File: config.mk
export PLATFORM = sky130hd
export DESIGN_NAME = pc_sequencer
export DESIGN_NICKNAME = d
export VERILOG_FILES = /design/src/rtl/pc_pkg.sv /design/src/rtl/pc_next_calc.sv /design/src/rtl/pc_sequencer.sv
export SDC_FILE = /design/constraint.sdc
export NUM_CORES = 1
export LEC_CHECK = 0
export ABC_AREA = 1
export BUFFER_PORTS_ARGS = -buffer_cell sky130_fd_sc_hd__buf_2
export CAP_MARGIN = 20
export CORE_MARGIN = 5
export CORE_UTILIZATION = 45
export CTS_CLUSTER_SIZE = 24
export DETAILED_ROUTE_END_ITERATION = 8
export GPL_ROUTABILITY_DRIVEN = 0
export PLACE_DENSITY_LB_ADDON = 0.05
export SETUP_SLACK_MARGIN = 0.1
export SYNTH_ARGS = -nofsm -noshare
export SYNTH_HDL_FRONTEND = slang
export SYNTH_HIERARCHICAL = 1
export SYNTH_SLANG_ARGS = --single-unit
File: constraint.sdc
create_clock -name clk -period 2.9 [get_ports clk]
set_input_delay 0.145 -clock clk [delete_from_list [all_inputs] [get_ports clk]]
set_output_delay 0.145 -clock clk [all_outputs]
set_load 0.01 [all_outputs]
File: src/rtl/pc_pkg.sv
// pc_pkg: shared definitions for the program-counter sequencer.
//   WORD          datapath width
//   OFFSET_SHIFT  byte-to-word shift applied to branch/jump offsets
//   RESET_PC_DEF  default text-segment entry point
//   HALT_PC_DEF   default end-of-program marker address
//   pc_state_e    sequencer states BOOT / RUN / HALT
//   low_bits_set  true when an address is not word aligned
package pc_pkg;

  localparam int WORD         = 32;
  localparam int OFFSET_SHIFT = 2;

  localparam logic [WORD-1:0] RESET_PC_DEF = 32'h0040_0020;
  localparam logic [WORD-1:0] HALT_PC_DEF  = 32'h0040_0104;

  typedef enum logic [1:0] {
    BOOT = 2'd0,
    RUN  = 2'd1,
    HALT = 2'd2
  } pc_state_e;

  function automatic logic low_bits_set(input logic [WORD-1:0] addr);
    return (addr[OFFSET_SHIFT-1:0] != 2'b00);
  endfunction

endpackage

File: src/rtl/pc_next_calc.sv
// pc_next_calc: purely combinational next-PC selection.
//   pc          in  32  current PC
//   branch_eq   in  1   beq in flight
//   branch_ne   in  1   bne in flight
//   zero        in  1   ALU zero flag
//   jump        in  1   j/jal in flight
//   jump_reg    in  1   jr in flight
//   immi        in  16  I-type immediate (word offset)
//   target      in  26  J-type target field
//   rs_value    in  32  jr target register value
//   next_pc     out 32  selected next PC (jr > j > taken branch > pc+4)
//   jr_misalign out 1   jr selected with a non-word-aligned register value
module pc_next_calc
  import pc_pkg::*;
(
  input  logic [WORD-1:0] pc,
  input  logic            branch_eq,
  input  logic            branch_ne,
  input  logic            zero,
  input  logic            jump,
  input  logic            jump_reg,
  input  logic [15:0]     immi,
  input  logic [25:0]     target,
  input  logic [WORD-1:0] rs_value,
  output logic [WORD-1:0] next_pc,
  output logic            jr_misalign
);

  logic [WORD-1:0] pc4_s;
  logic [WORD-1:0] br_tgt_s;
  logic [WORD-1:0] j_tgt_s;
  logic [WORD-1:0] jr_tgt_s;
  logic            taken_s;

  // Candidate targets; pc4 wraps silently at the top of the address space.
  always_comb begin
    pc4_s    = pc + 32'd4;
    br_tgt_s = pc4_s + {{14{immi[15]}}, immi, 2'b00};
    j_tgt_s  = {pc4_s[31:28], target, 2'b00};
    jr_tgt_s = {rs_value[31:2], 2'b00};
    taken_s  = (branch_eq & zero) | (branch_ne & ~zero);
  end

  // Priority mux: jr over j over taken branch over sequential.
  always_comb begin
    next_pc     = pc4_s;
    jr_misalign = 1'b0;
    if (jump_reg) begin
      next_pc     = jr_tgt_s;
      jr_misalign = low_bits_set(rs_value);
    end else if (jump) begin
      next_pc = j_tgt_s;
    end else if (taken_s) begin
      next_pc = br_tgt_s;
    end else begin
      next_pc = pc4_s;
    end
  end

endmodule

File: src/rtl/pc_sequencer.sv
// pc_sequencer: owns the PC register and BOOT/RUN/HALT sequencing.
//   clk       in  1   rising-edge clock
//   reset     in  1   synchronous active-high reset, dominates everything
//   stall     in  1   hold PC this cycle
//   halt_req  in  1   enter HALT at next edge (beats stall)
//   branch_eq/branch_ne/zero/jump/jump_reg  control and ALU flags
//   immi      in  16  I-type immediate
//   target    in  26  J-type target field
//   rs_value  in  32  jr target
//   PC        out 32  current fetch address
//   pc_valid  out 1   high only in RUN
//   halted    out 1   high in HALT
//   misalign  out 1   sticky: a jr target had nonzero low bits
module pc_sequencer
  import pc_pkg::*;
#(
  parameter logic [WORD-1:0] RESET_PC = RESET_PC_DEF,
  parameter logic [WORD-1:0] HALT_PC  = HALT_PC_DEF
) (
  input  logic            clk,
  input  logic            reset,
  input  logic            stall,
  input  logic            halt_req,
  input  logic            branch_eq,
  input  logic            branch_ne,
  input  logic            zero,
  input  logic            jump,
  input  logic            jump_reg,
  input  logic [15:0]     immi,
  input  logic [25:0]     target,
  input  logic [WORD-1:0] rs_value,
  output logic [WORD-1:0] PC,
  output logic            pc_valid,
  output logic            halted,
  output logic            misalign
);

  pc_state_e       state_q, state_d;
  logic [WORD-1:0] pc_q, pc_d;
  logic            misalign_q, misalign_d;
  logic            pc_valid_q, halted_q;
  logic [WORD-1:0] next_pc_s;
  logic            jr_misalign_s;

  pc_next_calc u_next (
    .pc          (pc_q),
    .branch_eq   (branch_eq),
    .branch_ne   (branch_ne),
    .zero        (zero),
    .jump        (jump),
    .jump_reg    (jump_reg),
    .immi        (immi),
    .target      (target),
    .rs_value    (rs_value),
    .next_pc     (next_pc_s),
    .jr_misalign (jr_misalign_s)
  );

  // Next-state logic. The edge that enters HALT does not advance PC, so
  // HALT_PC (or the PC at halt_req) is the value left frozen. Misalign only
  // accumulates on edges where PC actually advances in RUN.
  always_comb begin
    state_d    = state_q;
    pc_d       = pc_q;
    misalign_d = misalign_q;
    case (state_q)
      BOOT: begin
        state_d = RUN;
      end
      RUN: begin
        if (halt_req || (pc_q == HALT_PC)) begin
          state_d = HALT;
        end else if (!stall) begin
          pc_d       = next_pc_s;
          misalign_d = misalign_q | jr_misalign_s;
        end else begin
          pc_d = pc_q;
        end
      end
      HALT: begin
        state_d = HALT;
      end
      default: begin
        state_d = BOOT;
        pc_d    = RESET_PC;
      end
    endcase
  end

  // State, PC and status registers; status flags are decoded from the next state.
  always_ff @(posedge clk) begin
    if (reset) begin
      state_q    <= BOOT;
      pc_q       <= RESET_PC;
      misalign_q <= 1'b0;
      pc_valid_q <= 1'b0;
      halted_q   <= 1'b0;
    end else begin
      state_q    <= state_d;
      pc_q       <= pc_d;
      misalign_q <= misalign_d;
      pc_valid_q <= (state_d == RUN);
      halted_q   <= (state_d == HALT);
    end
  end

  assign PC       = pc_q;
  assign pc_valid = pc_valid_q;
  assign halted   = halted_q;
  assign misalign = misalign_q;

endmodule
==> results of run 1 <==
[flip-flops by register name, indices dropped and copies added, names as in the netlist]
name and flops:
state_q 2, pc_valid 1, PC 32, misalign 1, halted 1
[worst max-delay path, cell delays in order (launching register included)]
cell and delay [ns]:
dfxtp_4 0.40, nand2_4 0.07, nor2_4 0.12, nand2_4 0.08, buf_6 0.14, inv_2 0.04
nand2_2 0.06, xor2_2 0.24, ha_1 0.31, buf_6 0.14, nand2_4 0.08, inv_1 0.07
a21oi_2 0.25, buf_4 0.16, o21ai_1 0.05, nand2_1 0.08, nand3_1 0.08, nand2_1 0.06
nand3_1 0.10, nand2_2 0.10, nand2_2 0.06, nand4_1 0.10, a21oi_2 0.06
[cells in the final DEF (no fill, tap or decap), drive strengths merged, types with 6 or more instances in the layout]
| cell | n |
|---|---|
| nor3 | 8 |
| o21bai | 6 |
| xnor2 | 6 |
| ha | 37 |
| inv | 158 |
| xor2 | 18 |
| dfxtp | 37 |
| nor2 | 133 |
| nand3 | 101 |
| a21oi | 99 |
| or2 | 8 |
| nand4 | 41 |
| o21ai | 23 |
| nand2 | 307 |
| buf | 316 |
[per-stage QoR]
step | std cells | utilization | hold WS [ns] | instance area (um2)
finish | 1507 | 0.764 | 0.252 | 9520
global route | 1507 | 0.764 | 0.250 | 9520
CTS | 1493 | 0.716 | 0.243 | 8920
detailed placement | 1463 | 0.603 | 0.442 | 7520
global placement | 1463 | 0.603 | 0.439 | 7520
floorplan | 1042 | - | 0.336 | 5650
[what timing repair did]
action,4_1_cts,5_1_grt
resized for setup,254,136
endpoints found under the setup margin,25,25
pin swaps,95,95
setup buffers,22,14
[power breakdown]
part | total (mW) | internal, mW | switching (mW)
combinational | 1.04 | 0.439 | 0.598
sequential | 0.548 | 0.525 | 0.0230
clock | 0.726 | 0.492 | 0.234
[cells by family after synthesis]
kind of cell	share of synthesized area
and+or+nand+nor	0.469
buffers and inverters	0.134
AOI/OAI and AO/OA	0.142
adders and majority gates	0.0855
DFF	0.131
xor gates and xnor gates	0.0372
[cell type report]
type / instances / area (um2)
repair buffers: 316 / 2190
multi-input cells: 814 / 5540
well taps: 172 / 215
fillers: 979 / 2940
clock buffers: 5 / 125
clock inverters: 3 / 65.1
flip-flops and latches: 37 / 785
inverters: 160 / 602
[per-layer routing]
layer,part of all wire,global-route usage
met1,0.39,0.430
met2,0.45,0.522
met3,0.10,0.0604
met4,0.061,0.168
met5,0,0
[path summary, 6_finish.rpt]
path / to / depth (start not counted) / from
worst max-delay path: PC[25] / 22 / PC[3]
worst min-delay path: PC[30] / 5 / rs_value[30]
worst max register to register: PC[25] / 22 / PC[3]
worst min register to register: misalign / 2 / misalign
==> out/results.ini, run 1 <==
[outcome]
status = finished, violations left
failed_checks = setup timing

[synthesis]
syn-num-nets = 1163
yosysTopAreaCellShare = 0.199
ys_warn_count = 6
synth-seq-area-share = 0.131
synth.distinct_cells = 45
synth.largest_area_cell = nand2_1
synth_edf_count = 0
synth_most_common_cell = nand2_1
syn-cell-area_um2 = 5650
ys_seq_elements = 37
yosys-top-cells-count = nand2_1 (300), inv_1 (156), nor2_1 (119)
syn_area_per_cell_um2 = 5.42
synth_flop_cell = dfxtp_1
synth_area_leaders = nand2_1 (20%), dfxtp_1 (13%), inv_1 (10%)
async_flop_share = 0
netlist_instances = 1042

[clock_tree]
clk_latency_ns = 0.29
cts-root-buf = clkbuf_16
htree_levels = 2
cts_sinks = 37
path_clk_slew_ns = 0.06
cts_buffers = 5
cts_buffer_depth = 2
cts_tree = done
hold_buffers = 0

[timing]
drv_slew = 0
finalCriticalPeriod_ns = 3.01
setup_ws_ns = -0.108
hold_viol = 0
max_freq_ghz = 0.332
rsz0062_at_grt = yes
fin_skew_ns = 0.00429
worst_pin_slew_ns = 0.852
fin_crit_sh = 1.04
max-slew-margin-rel = 0.432
timing.setup.tns_ns = -0.692
setup_viol = 13

[placement]
io_buffer_count = 117
hpwl_um = 18700
place_ws_ns = -0.431

[critical_path]
arrival_ns = 3.15
r2r_slack_ns = -0.11
critPathLaunchType = flop
end_kind = flop
critPathKind = reg -> reg
cp_max_fo = 5
cp.required_ns = 3.04

[power_and_ir_drop]
powerDensity_nw_per_um2 = 243
leakagePower_nw = 4.85
ir_drop_mv = 0.210
total_power_mw = 2.31

[floorplanning]
die_x_um = 122
ios = 118
dieHeight_um = 122
fp.coreArea_um2 = 12500
rows = 41
die_area_um2 = 14900
initial_core_util = 0.453

[grt]
antenna_found_initial = 0
grt_pass1_wl_um = 38600
grt_usage = 0.330
grt_pass1_vias = 7770
overflow = 0
grt_max_degree = 36

[hold_path]
hold_class = in -> reg

[cells_and_area]
area_growth_pct = 68.6
diodes = 0
drive_gt1_frac = 0.488
final_nets = 1455

[detailed_routing]
avgRoutedWirePerCell_um = 17.7
via_per_inst = 5.54
ant_nets = 0
route.detailed.drc = 0
drtPass1Iterations = 5
drtIter0Drc = 899
drt_wl_total_um = 26700
dr_total_vias = 8353

[job]
max_cap_viol_count = 0

Power figures use the tool's default switching activity.
==> run 2: changes to the inputs <==
--- a/config.mk
+++ b/config.mk
@@ -14,6 +14,7 @@
 export DETAILED_ROUTE_END_ITERATION = 8
 export GPL_ROUTABILITY_DRIVEN = 0
 export PLACE_DENSITY_LB_ADDON = 0.05
+export RECOVER_POWER = 100
 export SETUP_SLACK_MARGIN = 0.1
 export SYNTH_ARGS = -nofsm -noshare
 export SYNTH_HDL_FRONTEND = slang
==> out/results.ini, run 2 (synthesized netlist as in run 1, its figures left out) <==
[timing]
finalCriticalPeriod_ns = 3.00  ; was 3.01 ns
fin_skew_ns = 0.00630  ; was 0.00429 ns
max_freq_ghz = 0.333  ; was 0.332 GHz
setup_ws_ns = -0.101  ; was -0.108 ns
hold_viol = 0  ; unchanged
rsz0062_at_grt = yes  ; unchanged
drv_slew = 0  ; unchanged
max-slew-margin-rel = 0.425  ; was 0.432
setup_viol = 13  ; unchanged
worst_pin_slew_ns = 0.862  ; was 0.852 ns
fin_crit_sh = 1.03  ; was 1.04

[clock_tree]
cts_tree = done  ; unchanged
cts_buffer_depth = 2  ; unchanged
htree_levels = 2  ; unchanged
hold_buffers = 0  ; unchanged
cts_buffers = 5  ; unchanged
cts-root-buf = clkbuf_16  ; unchanged
cts_sinks = 37  ; unchanged
path_clk_slew_ns = 0.06  ; about the same
clk_latency_ns = 0.29  ; about the same

[critical_path]
r2r_slack_ns = -0.10  ; was -0.11 ns
critPathKind = reg -> reg  ; unchanged
crit_slowest_cell = dfxtp_4  ; unchanged
r2r-end = PC[8]  ; was PC[25]
max_stage_delay_ns = 0.37  ; was 0.40 ns
arrival_ns = 3.21  ; was 3.15 ns
crit_family = buffers and inverters  ; was simple AND/OR/NAND/NOR gates
timing.rr.start = PC[3]  ; unchanged
end_kind = flop  ; unchanged
r2r_cells = 18  ; was 22
cp_num_buf_inv = 5  ; unchanged
endpoint = PC[8]  ; was PC[25]
critPathLaunchType = flop  ; unchanged
crit_chain = buf_6 > ha_4 > inv_2 > nor2_4 > buf_6 > xor2_2 > buf_4 > ha_4 > nand2_4 > a21oi_1 > nor2_1 > nand2_1 > buf_4 > xor2_2 > o21ai_0 > o21ai_0 > nand4_1 > a21oi_1  ; was nand2_4 > nor2_4 > nand2_4 > buf_6 > inv_2 > nand2_2 > xor2_2 > ha_1 > buf_6 > nand2_4 > inv_1 > a21oi_2 > buf_4 > o21ai_1 > nand2_1 > nand3_1 > nand2_1 > nand3_1 > nand2_2 > nand2_2 > nand4_1 > a21oi_2
cp_max_fo = 5  ; unchanged
critical_path_cell_count = 18  ; was 22
crit_start = PC[3]  ; unchanged
cp.required_ns = 3.11  ; was 3.04 ns

[outcome]
status = finished, violations left  ; unchanged
failed_checks = setup timing  ; unchanged

[grt]
grt_pass1_vias = 7770  ; unchanged
grt_max_degree = 36  ; unchanged
overflow = 0  ; unchanged
grt_usage = 0.330  ; unchanged
grt_pass1_wl_um = 38600  ; unchanged
antenna_found_initial = 0  ; unchanged

[cells_and_area]
largest_register_ffs = 32  ; unchanged
final_cell_mix = nand2_1 (203), buf_4 (173), inv_1 (129)  ; unchanged
layout_commonest_cell = nand2_1  ; unchanged
drive_gt1_frac = 0.482  ; was 0.488
final_util = 0.763  ; was 0.764
finalNonFillerCells = 1507  ; unchanged
diodes = 0  ; unchanged
area_growth_pct = 68.4  ; was 68.6%
final_nets = 1455  ; unchanged

[detailed_routing]
wl_met1_um = 10600  ; was 10400 um
drt_wl_total_um = 26700  ; about the same
dr_total_vias = 8395  ; was 8353
via_per_inst = 5.57  ; was 5.54
route.detailed.drc = 0  ; unchanged
ant_nets = 0  ; unchanged
top_layer_used = met4  ; unchanged
avgRoutedWirePerCell_um = 17.7  ; about the same
wl_met2_um = 12000  ; about the same
drtPass1Iterations = 5  ; unchanged
drtIter0Drc = 850  ; was 899
wl_met3_um = 2560  ; was 2690 um

[floorplanning]
rows = 41  ; unchanged
die_area_um2 = 14900  ; unchanged
fp.coreArea_um2 = 12500  ; unchanged
ios = 118  ; unchanged
dieHeight_um = 122  ; unchanged
die_x_um = 122  ; unchanged
initial_core_util = 0.453  ; unchanged

[power_and_ir_drop]
powerDensity_nw_per_um2 = 243  ; about the same
ir_drop_mv = 0.212  ; was 0.210 mV
total_power_mw = 2.31  ; about the same
leakagePower_nw = 4.82  ; was 4.85 nW

[placement]
hpwl_um = 18700  ; unchanged
io_buffer_count = 117  ; unchanged
place_ws_ns = -0.431  ; unchanged
placed_cells = 1463  ; unchanged

[job]
max_cap_viol_count = 0  ; unchanged

[hold_path]
hold_class = in -> reg  ; unchanged

## run 2: changes by cell type in the layout (fill, tap and decap cells not counted)
cell / before / now
buf_2: 117 / 110
clkbuf_1: 0 / 7
## run 2: worst min-delay path by stage
stage | start | end | slack (ns) | cells after the start
after CTS | rs_value[24] | PC[24] | 0.24 | 5
after global routing | rs_value[31] | PC[31] | 0.25 | 5
after detailed placement | misalign | misalign | 0.44 | 2
after floorplan | halt_req | PC[7] | 0.34 | 3
after global placement | misalign | misalign | 0.44 | 2
final | rs_value[30] | PC[30] | 0.25 | 5
## run 2: per-layer routing
layer	vias to the layer above	global-route usage
met4	0	0.168
li1	3929	-
met2	470	0.522
met5	-	0
met3	105	0.0604
met1	3891	0.430
## run 2: timing repair
item,4_1_cts,5_1_grt
buffers inserted,22,14
setup endpoints to repair,25,25
pin swaps,95,95
gates resized for setup,254,136
cloned,0,0
## run 2: tightest hold or removal path: stages
cell and delay [ns]:
buf_2 0.10, nand2_1 0.06, nand2_1 0.05, nand4_1 0.07, a21oi_1 0.06
## run 2: stage by stage
step	area, um2	setup TNS [ns]	hold WS, ns
floorplan	5650	0	0.336
global placement	7520	-5.42	0.439
detailed placement	7520	-6.16	0.442
CTS	8920	0	0.243
global route	9510	-3.86	0.250
finish	9510	-0.631	0.254
## run 2: layout make-up
cell class,count,area (um2)
Clock buffer,5,125
Clock inverter,3,65.1
Fill cell,984,2950
Inverter,160,602
Multi-Input combinational cell,814,5540
Sequential cell,37,785
Tap cell,172,215
Timing Repair Buffer,316,2180
## run 2: power by group
group | total, mW | internal (mW) | switching [mW]
Sequential | 0.548 | 0.525 | 0.0228
Combinational | 1.04 | 0.439 | 0.600
Clock | 0.725 | 0.492 | 0.233
